File: src/rtl/ieeedrv_rom_loader.sv
// ---------------------------------------------------------------------------
// ieeedrv_rom_loader
//
// Purpose:
//   Copies a drive DOS ROM image from the host download stream into the
//   shared drive ROM write port (port B), one byte per cycle. Short images
//   are padded with FILL up to ROM_SIZE bytes. All drive CPUs are held in
//   reset until the complete ROM (image plus padding) has been written.
//
// Parameters:
//   ADDRWIDTH  ROM address width (must match the ROM and the read mux)
//   ROM_SIZE   number of ROM bytes, <= 2**ADDRWIDTH
//   FILL       byte written to every address not covered by the image
//
// Ports:
//   clk             in   system clock
//   reset           in   synchronous, active-high reset
//   ioctl_download  in   high while a ROM image download is in progress
//   ioctl_wr        in   byte strobe, qualified by ioctl_download
//   ioctl_data      in   download byte
//   rom_addr        out  ROM write address
//   rom_data        out  ROM write data
//   rom_wren        out  ROM write enable, one cycle per byte
//   drv_hold        out  holds all drive CPUs in reset while high
//   loaded          out  complete image (including padding) is in ROM
//   overflow        out  image exceeded ROM_SIZE; cleared on next download
//   rom_len         out  number of image bytes written (padding excluded)
// ---------------------------------------------------------------------------
module ieeedrv_rom_loader #(
  parameter int         ADDRWIDTH = 14,
  parameter int         ROM_SIZE  = 16384,
  parameter logic [7:0] FILL      = 8'hFF
) (
  input  logic                 clk,
  input  logic                 reset,
  input  logic                 ioctl_download,
  input  logic                 ioctl_wr,
  input  logic [7:0]           ioctl_data,
  output logic [ADDRWIDTH-1:0] rom_addr,
  output logic [7:0]           rom_data,
  output logic                 rom_wren,
  output logic                 drv_hold,
  output logic                 loaded,
  output logic                 overflow,
  output logic [ADDRWIDTH:0]   rom_len
);

  // Counter is one bit wider than the address so it can hold ROM_SIZE itself.
  localparam logic [ADDRWIDTH:0] C_ROM_SIZE = (ADDRWIDTH + 1)'(ROM_SIZE);
  localparam logic [ADDRWIDTH:0] C_ONE      = (ADDRWIDTH + 1)'(1);

  typedef enum logic [1:0] {
    ST_IDLE = 2'd0,
    ST_LOAD = 2'd1,
    ST_FILL = 2'd2,
    ST_DONE = 2'd3
  } state_t;

  state_t                 r_state;
  logic [ADDRWIDTH:0]     r_cnt;
  logic                   r_dl_q;
  logic [ADDRWIDTH-1:0]   r_addr;
  logic [7:0]             r_data;
  logic                   r_wren;
  logic                   r_hold;
  logic                   r_loaded;
  logic                   r_ovf;
  logic [ADDRWIDTH:0]     r_len;

  state_t                 w_state_nxt;
  logic [ADDRWIDTH:0]     w_cnt_nxt;
  logic [ADDRWIDTH-1:0]   w_addr_nxt;
  logic [7:0]             w_data_nxt;
  logic                   w_wren_nxt;
  logic                   w_hold_nxt;
  logic                   w_loaded_nxt;
  logic                   w_ovf_nxt;
  logic [ADDRWIDTH:0]     w_len_nxt;

  logic                   w_dl_rise;
  logic                   w_full;

  // A new download is recognised only on a rising edge of ioctl_download, so
  // a download left high across a reset is never mistaken for a fresh one.
  assign w_dl_rise = ioctl_download & ~r_dl_q;
  assign w_full    = (r_cnt == C_ROM_SIZE);

  // Next-state and next-output logic for the load/fill sequencer.
  always_comb begin
    w_state_nxt  = r_state;
    w_cnt_nxt    = r_cnt;
    w_addr_nxt   = r_addr;
    w_data_nxt   = r_data;
    w_wren_nxt   = 1'b0;
    w_hold_nxt   = r_hold;
    w_loaded_nxt = r_loaded;
    w_ovf_nxt    = r_ovf;
    w_len_nxt    = r_len;

    case (r_state)
      ST_IDLE, ST_DONE: begin
        if (w_dl_rise) begin
          w_state_nxt  = ST_LOAD;
          w_cnt_nxt    = '0;
          w_ovf_nxt    = 1'b0;
          w_loaded_nxt = 1'b0;
          w_hold_nxt   = 1'b1;
        end else begin
          w_state_nxt  = r_state;
        end
      end

      ST_LOAD: begin
        // The fall takes priority: a strobe in the same cycle is not qualified.
        if (!ioctl_download) begin
          w_len_nxt   = r_cnt;
          w_state_nxt = ST_FILL;
        end else if (ioctl_wr) begin
          if (!w_full) begin
            w_wren_nxt = 1'b1;
            w_addr_nxt = r_cnt[ADDRWIDTH-1:0];
            w_data_nxt = ioctl_data;
            w_cnt_nxt  = r_cnt + C_ONE;
          end else begin
            w_ovf_nxt  = 1'b1;
          end
        end else begin
          w_state_nxt = ST_LOAD;
        end
      end

      ST_FILL: begin
        if (!w_full) begin
          w_wren_nxt = 1'b1;
          w_addr_nxt = r_cnt[ADDRWIDTH-1:0];
          w_data_nxt = FILL;
          w_cnt_nxt  = r_cnt + C_ONE;
        end else begin
          // The last write was issued on the previous edge, so releasing the
          // drives here can never overlap a pending ROM write.
          w_state_nxt  = ST_DONE;
          w_loaded_nxt = 1'b1;
          w_hold_nxt   = 1'b0;
        end
      end

      default: begin
        w_state_nxt = ST_IDLE;
      end
    endcase
  end

  // State and output registers with synchronous reset.
  always_ff @(posedge clk) begin
    r_dl_q <= ioctl_download;
    if (reset) begin
      r_state  <= ST_IDLE;
      r_cnt    <= '0;
      r_addr   <= '0;
      r_data   <= 8'h00;
      r_wren   <= 1'b0;
      r_hold   <= 1'b1;
      r_loaded <= 1'b0;
      r_ovf    <= 1'b0;
      r_len    <= '0;
    end else begin
      r_state  <= w_state_nxt;
      r_cnt    <= w_cnt_nxt;
      r_addr   <= w_addr_nxt;
      r_data   <= w_data_nxt;
      r_wren   <= w_wren_nxt;
      r_hold   <= w_hold_nxt;
      r_loaded <= w_loaded_nxt;
      r_ovf    <= w_ovf_nxt;
      r_len    <= w_len_nxt;
    end
  end

  assign rom_addr = r_addr;
  assign rom_data = r_data;
  assign rom_wren = r_wren;
  assign drv_hold = r_hold;
  assign loaded   = r_loaded;
  assign overflow = r_ovf;
  assign rom_len  = r_len;

endmodule

File: config.mk
export PLATFORM = sky130hd
export DESIGN_NAME = ieeedrv_rom_loader
export DESIGN_NICKNAME = d
export VERILOG_FILES = /design/src/rtl/ieeedrv_rom_loader.sv
export SDC_FILE = /design/constraint.sdc
export NUM_CORES = 1
export LEC_CHECK = 0
export BUFFER_PORTS_ARGS = -buffer_cell sky130_fd_sc_hd__buf_4
export CAP_MARGIN = 20
export CORE_MARGIN = 3
export CORE_UTILIZATION = 56
export CTS_BUF_LIST = sky130_fd_sc_hd__clkbuf_2
export CTS_CLUSTER_DIAMETER = 100
export DETAILED_ROUTE_END_ITERATION = 10
export PLACE_DENSITY = 0.82
export SLEW_MARGIN = 40
export SYNTH_ARGS = -nofsm -noshare
export SYNTH_HDL_FRONTEND = slang
export SYNTH_SLANG_ARGS = --single-unit
export TNS_END_PERCENT = 10
File: constraint.sdc
create_clock -name clk -period 2.6 [get_ports clk]
set_clock_uncertainty 0.15 [all_clocks]
set_input_delay 0.52 -clock clk [delete_from_list [all_inputs] [get_ports clk]]
set_output_delay 0.52 -clock clk [all_outputs]
set_load 0.005 [all_outputs]
==> flow_metrics.py, run 1 <==
metrics = {
    "outcome": {
        "status": "finished, final reports clean",
    },
    "clocking": {
        "cts_tree": "built",
        "cts.repair.resized": 0,
        "clk_root_buffer_cell": "sky130_fd_sc_hd__clkbuf_2",
        "cts_max_level": 3,
        "postCtsSetupBuffers": 0,
        "clock-sinks": 59,
        "postCtsHoldBufs": 0,
        "cts.reportedPaths.clkPinSlew_ns": 0.17,
        "cts_buffers": 9,
        "cts_buffer_depth": 2,
        "clock_insertion_delay_worst_skew_ns": 0.47,
    },
    "setup_path": {
        "worst_path_most_repeated_cell": "sky130_fd_sc_hd__o21ai_0",
        "worstPathCellList": "inv_1 > ha_1 > a21boi_2 > or2_0 > o21ai_0 > o21ai_0",
        "worst_reg2reg_path_endpoint": "r_cnt[10]$_SDFFE_PP0P_",
        "timing.rr.start": "r_state[1]$_SDFFE_PP0P_",
        "r2r.worst_path.cells": 6,
        "ff2ff_setup_slack_ns": 0.25,
        "crit_path_max_incr_delay_ns": 0.63,
        "worst_path_dominant_cell_family": "compound AO/OA/AOI/OAI gates",
        "worst-path-buf-inv": 1,
        "worst_setup_path_end_kind": "register",
        "criticalPathCategory": "reg -> reg",
        "crit_fanout": 16,
        "cell_at_the_slowest_stage_of_the_critical_path": "sky130_fd_sc_hd__or2_0",
        "nature_of_the_critical_path_startpoint": "register",
        "crit_required_ns": 2.84,
        "arrival_ns": 2.59,
    },
    "route": {
        "firstDrtPassIters": 5,
        "drt_iter0_markers": 257,
        "detail_route.wl_per_cell_um": 15.2,
        "detail-route-antenna-nets": 0,
        "route.vias.total": 2450,
        "drc_errors": 0,
        "detail_route.vias_per_cell": 5.93,
        "aggregate_routed_wire_length_mm": 6.27,
    },
    "power": {
        "power.clock.fraction_pct": 30.6,
        "seq_power_share_pct": 46.9,
        "swShare_pct": 31.1,
        "power_density_nw_per_um2": 693,
        "ir_drop_worst_case_vdd_v": 0.000531,
        "cellInternalPower_mw": 1.48,
        "p_leak_nw": 1.15,
        "switchingPower_uw": 666,
        "combPwrFrac_pct": 22.5,
    },
    "sta": {
        "period_needed_ns": 2.35,
        "setup-tns-final_ns": 0,
        "worst_pin_slew_ns": 0.726,
        "fin_ws_ns": 0.251,
        "report.final.setup_viol": 0,
        "fmax_mhz": 426,
        "rsz0062_at_grt": "false",
        "final.period_utilization_pct": 90.4,
        "maxSlewHeadroom_pct": 51.6,
        "finalHoldViolations": 0,
        "hold-worst-slack_ns": 0.0576,
        "finalMaxSlewViolations": 0,
    },
    "logic_synthesis": {
        "syn-cell-area_um2": 2610,
        "netlist.area_leader.share_pct": 45.3,
        "ys_top_cells_by_area": "sky130_fd_sc_hd__dfxtp_1 45%, sky130_fd_sc_hd__a21oi_1 7.9%, sky130_fd_sc_hd__a211oi_1 5.5%",
        "synth_instances": 317,
        "synth_most_common_cell": "sky130_fd_sc_hd__dfxtp_1",
        "synth.cells.most_frequent": "59 x sky130_fd_sc_hd__dfxtp_1, 41 x sky130_fd_sc_hd__a21oi_1, 38 x sky130_fd_sc_hd__nand2_1",
        "synth_seq_area_share_pct": 45.3,
        "synthesis.yosys.warnings": 0,
        "synth-edff-count": 0,
        "yosys.cell_types.count": 42,
        "synth_fp_nets": 333,
        "ys_ff_latch": 59,
        "syn_area_per_cell_um2": 8.23,
        "synth_top_flop_cell": "sky130_fd_sc_hd__dfxtp_1",
        "synthArstFlopShare_pct": 0,
        "synth_area_leader_cell": "sky130_fd_sc_hd__dfxtp_1",
    },
    "grt": {
        "first_global_vias": 2179,
        "globalRoute.totalOverflow": 0,
        "largest_net_degree_at_the_start_of_global_routing": 51,
        "antenna_found_initial": 0,
        "global_route_wire_length_before_repair_mm": 10.3,
        "grt_usage_pct": 24.1,
    },
    "cells_and_area": {
        "syn2layout_area_growth_pct": 18.6,
        "num_antenna_cells": 0,
        "reg_area_um2": 1180,
        "multiInputGateArea_um2": 1260,
        "post_route_cells_drive_above_1_share_pct": 20.2,
        "number_of_filler_instances_in_the_final_layout": 399,
        "final_cell_count_no_fill": 413,
        "fin_nets": 372,
    },
    "die": {
        "floorplan.die_area_um2": 5520,
        "dieHeight_um": 74.3,
        "die_w_um": 74.3,
        "core.rowCount": 24,
        "core_area_um2": 4410,
        "io-pin-count": 53,
        "initial_core_util_pct": 59.1,
    },
    "min_path": {
        "worstHoldEndpoint": "r_dl_q$_DFF_P_",
        "hp-class": "in -> reg",
        "worstHoldPathCells": 1,
        "hold_path.startpoint": "ioctl_download",
    },
    "placement": {
        "gp_congestion": 0.887,
        "place_inst": 397,
        "number_of_i_o_port_buffers": 52,
        "dp.final_hpwl_mm": 4.13,
        "pre_cts_ws_ns": 0.307,
    },
    "run": {
        "cap_violations": 0,
    },
}
[cells in the final DEF, fill, tap and decap left out, types with 2 or more instances in the layout]
| cell type | synthesis | layout |
|---|---|---|
| sky130_fd_sc_hd__a2111o_1 | 2 | 2 |
| sky130_fd_sc_hd__nor4b_1 | 3 | 3 |
| sky130_fd_sc_hd__nor3_1 | 3 | 3 |
| sky130_fd_sc_hd__clkinv_2 | 0 | 2 |
| sky130_fd_sc_hd__nand2_1 | 38 | 38 |
| sky130_fd_sc_hd__buf_4 | 0 | 55 |
| sky130_fd_sc_hd__or3_1 | 2 | 2 |
| sky130_fd_sc_hd__a21oi_1 | 41 | 41 |
| sky130_fd_sc_hd__a31oi_1 | 2 | 2 |
| sky130_fd_sc_hd__a211oi_1 | 19 | 19 |
| sky130_fd_sc_hd__nand2b_1 | 3 | 3 |
| sky130_fd_sc_hd__o21ai_0 | 19 | 19 |
| sky130_fd_sc_hd__inv_1 | 12 | 12 |
| sky130_fd_sc_hd__or4_1 | 6 | 6 |
| sky130_fd_sc_hd__o21a_1 | 2 | 2 |
| sky130_fd_sc_hd__xnor2_1 | 2 | 2 |
| sky130_fd_sc_hd__nand4_1 | 5 | 5 |
| sky130_fd_sc_hd__nor2_1 | 14 | 14 |
| sky130_fd_sc_hd__clkbuf_2 | 0 | 11 |
| sky130_fd_sc_hd__dfxtp_1 | 59 | 59 |
| sky130_fd_sc_hd__bufinv_16 | 0 | 2 |
| sky130_fd_sc_hd__o32ai_1 | 2 | 2 |
| sky130_fd_sc_hd__a21o_1 | 3 | 3 |
| sky130_fd_sc_hd__nand3_1 | 25 | 25 |
| sky130_fd_sc_hd__o31ai_1 | 7 | 7 |
| sky130_fd_sc_hd__ha_1 | 4 | 4 |
| sky130_fd_sc_hd__and4_1 | 2 | 2 |
[power by group through the flow]
| stage | Combinational (mW) | Clock, mW | Sequential, mW |
|---|---|---|---|
| detailed placement | 0.475 | 0 | 1.02 |
| CTS | 0.478 | 0.664 | 1.00 |
| global placement | 0.467 | 0 | 1.02 |
| floorplan | 0.317 | 0 | 1.02 |
| finish | 0.483 | 0.656 | 1.01 |
| global route | 0.530 | 0.705 | 1.01 |
[per-layer routing]
metal	part of all wire [%]	wire length [um]	global-route usage, %	vias to the layer above
met5	0	0	0	-
met4	1.5	93	11.1	0
met3	6.7	418	3.92	9
met2	46	2870	35.7	90
met1	46	2890	34.4	1128
li1	-	-	-	1223
[metrics by stage]
step	power, mW	instance area (um^2)	util, %
2_1_floorplan	1.34	2610	-
3_3_place_gp	1.49	2960	67.1
3_5_place_dp	1.50	2960	67.1
4_1_cts	2.15	3100	70.1
5_1_grt	2.25	3100	70.1
6_report	2.14	3100	70.1
[cell type report]
class                      count  area share [%]
inverter                      12            1.46
clock inverter                 5            2.51
sequential                    59            38.2
multi-input combinational    219            40.7
clock buffer                  11            1.78
tap                           52            2.10
timing repair buffer          55            13.3
[sequential cells by signal (all words and copies together) (netlist names)]
| register | flops |
|---|---|
| rom_addr | 14 |
| overflow | 1 |
| r_dl_q | 1 |
| rom_len | 15 |
| r_state | 2 |
| r_cnt | 15 |
| rom_wren | 1 |
| loaded | 1 |
| rom_data | 8 |
| drv_hold | 1 |
[worst max path at each step]
stage                                        from                        end  slack (ns)  depth (start not counted)
final                     r_state[1]$_SDFFE_PP0P_     r_cnt[10]$_SDFFE_PP0P_        0.25                          6
after global routing      r_state[1]$_SDFFE_PP0P_   rom_addr[3]$_SDFFE_PP0P_        0.03                          6
after CTS                 r_state[1]$_SDFFE_PP0P_   rom_addr[1]$_SDFFE_PP0P_        0.24                          6
after detailed placement  r_state[1]$_SDFFE_PP0P_  rom_addr[13]$_SDFFE_PP0P_        0.31                          6
after global placement    r_state[1]$_SDFFE_PP0P_     r_cnt[10]$_SDFFE_PP0P_        0.38                          6
after floorplan           r_state[0]$_SDFFE_PP0P_   rom_data[0]$_SDFFE_PP0P_        0.55                          6
[logic make-up (layout without fill, tap and decap cells)]
family	count (synthesis)	after routing	share of synthesized area [%]
AND/OR/NAND/NOR	109	109	20.8
AO/OA/AOI/OAI	104	104	24.9
flip-flops	59	59	45.3
buffers and inverters	39	83	6.52
adder cells (fa/ha/maj)	4	4	1.92
XOR/XNOR	2	2	0.671
Power figures use the tool's default switching activity.
==> run 2: changes to the inputs <==
- SETUP_SLACK_MARGIN: not set -> 0.3
==> run 2 against run 1 <==
Via count grew 0.69%. Non-clock buffer count is the same. Critical endpoint is now rom_data[6]$_SDFFE_PP0P_. Cell count is the same. Die area is the same. Total power grew 0.47%.
==> flow_metrics.py, run 2 (synthesis results as in run 1) <==
metrics = {
    "die": {
        "floorplan.die_area_um2": 5520,
        "io-pin-count": 53,
        "die_w_um": 74.3,
        "initial_core_util_pct": 59.1,
        "dieHeight_um": 74.3,
        "core.rowCount": 24,
        "core_area_um2": 4410,
    },
    "cells_and_area": {
        "final_cell_count_no_fill": 413,
        "final_core_util_pct": 70.3,
        "syn2layout_area_growth_pct": 18.9,
        "fin_nets": 372,
        "number_of_filler_instances_in_the_final_layout": 396,
        "final_cell_mix": "59 x sky130_fd_sc_hd__dfxtp_1, 55 x sky130_fd_sc_hd__buf_4, 41 x sky130_fd_sc_hd__a21oi_1, 38 x sky130_fd_sc_hd__nand2_1, 25 x sky130_fd_sc_hd__nand3_1",
        "num_antenna_cells": 0,
        "layout_commonest_cell": "sky130_fd_sc_hd__dfxtp_1",
        "post_route_cells_drive_above_1_share_pct": 21.3,
    },
    "placement": {
        "place_inst": 397,
        "gp_congestion": 0.887,
        "dp.final_hpwl_mm": 4.13,
        "number_of_i_o_port_buffers": 52,
    },
    "sta": {
        "period_needed_ns": 2.20,
        "finalMaxSlewViolations": 0,
        "fmax_mhz": 455,
        "report.final.setup_viol": 0,
        "final.period_utilization_pct": 84.6,
        "rsz0062_at_grt": "true",
        "setup-tns-final_ns": 0,
        "maxSlewHeadroom_pct": 61.3,
        "hold-worst-slack_ns": 0.0575,
        "finalHoldViolations": 0,
        "worst_pin_slew_ns": 0.566,
    },
    "setup_path": {
        "nature_of_the_critical_path_startpoint": "register",
        "arrival_ns": 2.43,
        "crit_required_ns": 2.83,
        "crit_fanout": 30,
        "criticalPathCategory": "reg -> reg",
        "worst_setup_path_end_kind": "register",
    },
    "grt": {
        "antenna_found_initial": 0,
        "global_route_wire_length_before_repair_mm": 10.3,
        "largest_net_degree_at_the_start_of_global_routing": 51,
        "globalRoute.totalOverflow": 0,
        "first_global_vias": 2179,
        "grt_usage_pct": 24.1,
    },
    "route": {
        "detail-route-antenna-nets": 0,
        "aggregate_routed_wire_length_mm": 6.28,
        "detail_route.wl_per_cell_um": 15.2,
        "drt_iter0_markers": 242,
        "drc_errors": 0,
        "detail_route.vias_per_cell": 5.97,
        "route.vias.total": 2467,
        "firstDrtPassIters": 4,
    },
    "clocking": {
        "clk_root_buffer_cell": "sky130_fd_sc_hd__clkbuf_2",
        "cts_buffers": 9,
        "cts.repair.resized": 1,
        "cts_tree": "built",
        "clock_insertion_delay_worst_skew_ns": 0.47,
        "clock-sinks": 59,
        "postCtsSetupBuffers": 0,
        "cts_max_level": 3,
        "cts.reportedPaths.clkPinSlew_ns": 0.16,
        "cts_buffer_depth": 2,
        "postCtsHoldBufs": 0,
    },
    "run": {
        "cap_violations": 0,
    },
    "outcome": {
        "status": "finished, final reports clean",
    },
    "power": {
        "power_density_nw_per_um2": 694,
        "ir_drop_worst_case_vdd_v": 0.000531,
        "p_leak_nw": 1.15,
    },
    "min_path": {
        "hp-class": "in -> reg",
    },
}
## run 2: cell counts in the layout (fill, tap and decap cells not counted)
Identical to the previous run, type by type.
## run 2: area by class of cell
type	count	area [um^2]	area share (%)
repair buffers	55	413	13.3
inverters	12	45.0	1.45
multi-input cells	219	1270	40.8
well taps	52	65.1	2.10
clock inverters	5	77.6	2.50
clock buffers	11	55.1	1.77
flip-flops and latches	59	1180	38.0
## run 2: metal layers
metal  vias up  global-route usage [%]  routed length (um)
met5         -                       0                   0
met4         0                    11.1                 101
met3         8                    3.92                 466
met2        98                    35.7                2870
met1      1128                    34.4                2840
li1       1233                       -                   -
## run 2: through the flow
step           instance area (um^2)  power [mW]  setup slack, ns
2_1_floorplan                  2610        1.34            0.554
6_report                       3100        2.15            0.401
4_1_cts                        3100        2.15            0.335
3_5_place_dp                   2960        1.50            0.307
3_3_place_gp                   2960        1.49            0.376
5_1_grt                        3100        2.26            0.244
## run 2: power by group
group	internal (mW)	switching, mW	total [mW]
sequential	0.965	0.0404	1.01
combinational	0.198	0.295	0.493
clock	0.324	0.332	0.656
## run 2: worst paths after layout
| kind | cells after the start | start | end | slack, ns |
|---|---|---|---|---|
| worst min register to register | 2 | rom_len[7]$_SDFFE_PP0P_ | rom_len[7]$_SDFFE_PP0P_ | 0.32 |
| worst min-delay path | 1 | ioctl_download | r_dl_q$_DFF_P_ | 0.06 |
| worst max-delay path | 7 | r_cnt[0]$_SDFFE_PP0P_ | rom_data[6]$_SDFFE_PP0P_ | 0.40 |
| worst max register to register | 7 | r_cnt[0]$_SDFFE_PP0P_ | rom_data[6]$_SDFFE_PP0P_ | 0.40 |
## run 2: worst max-delay path: stages, from the launching register on
cell and delay [ns]:
sky130_fd_sc_hd__dfxtp_1 0.40, sky130_fd_sc_hd__inv_1 0.11, sky130_fd_sc_hd__ha_1 0.16, sky130_fd_sc_hd__nor4b_1 0.34, sky130_fd_sc_hd__nand4_1 0.14, sky130_fd_sc_hd__buf_4 0.25, sky130_fd_sc_hd__a21o_1 0.29, sky130_fd_sc_hd__a211oi_1 0.26
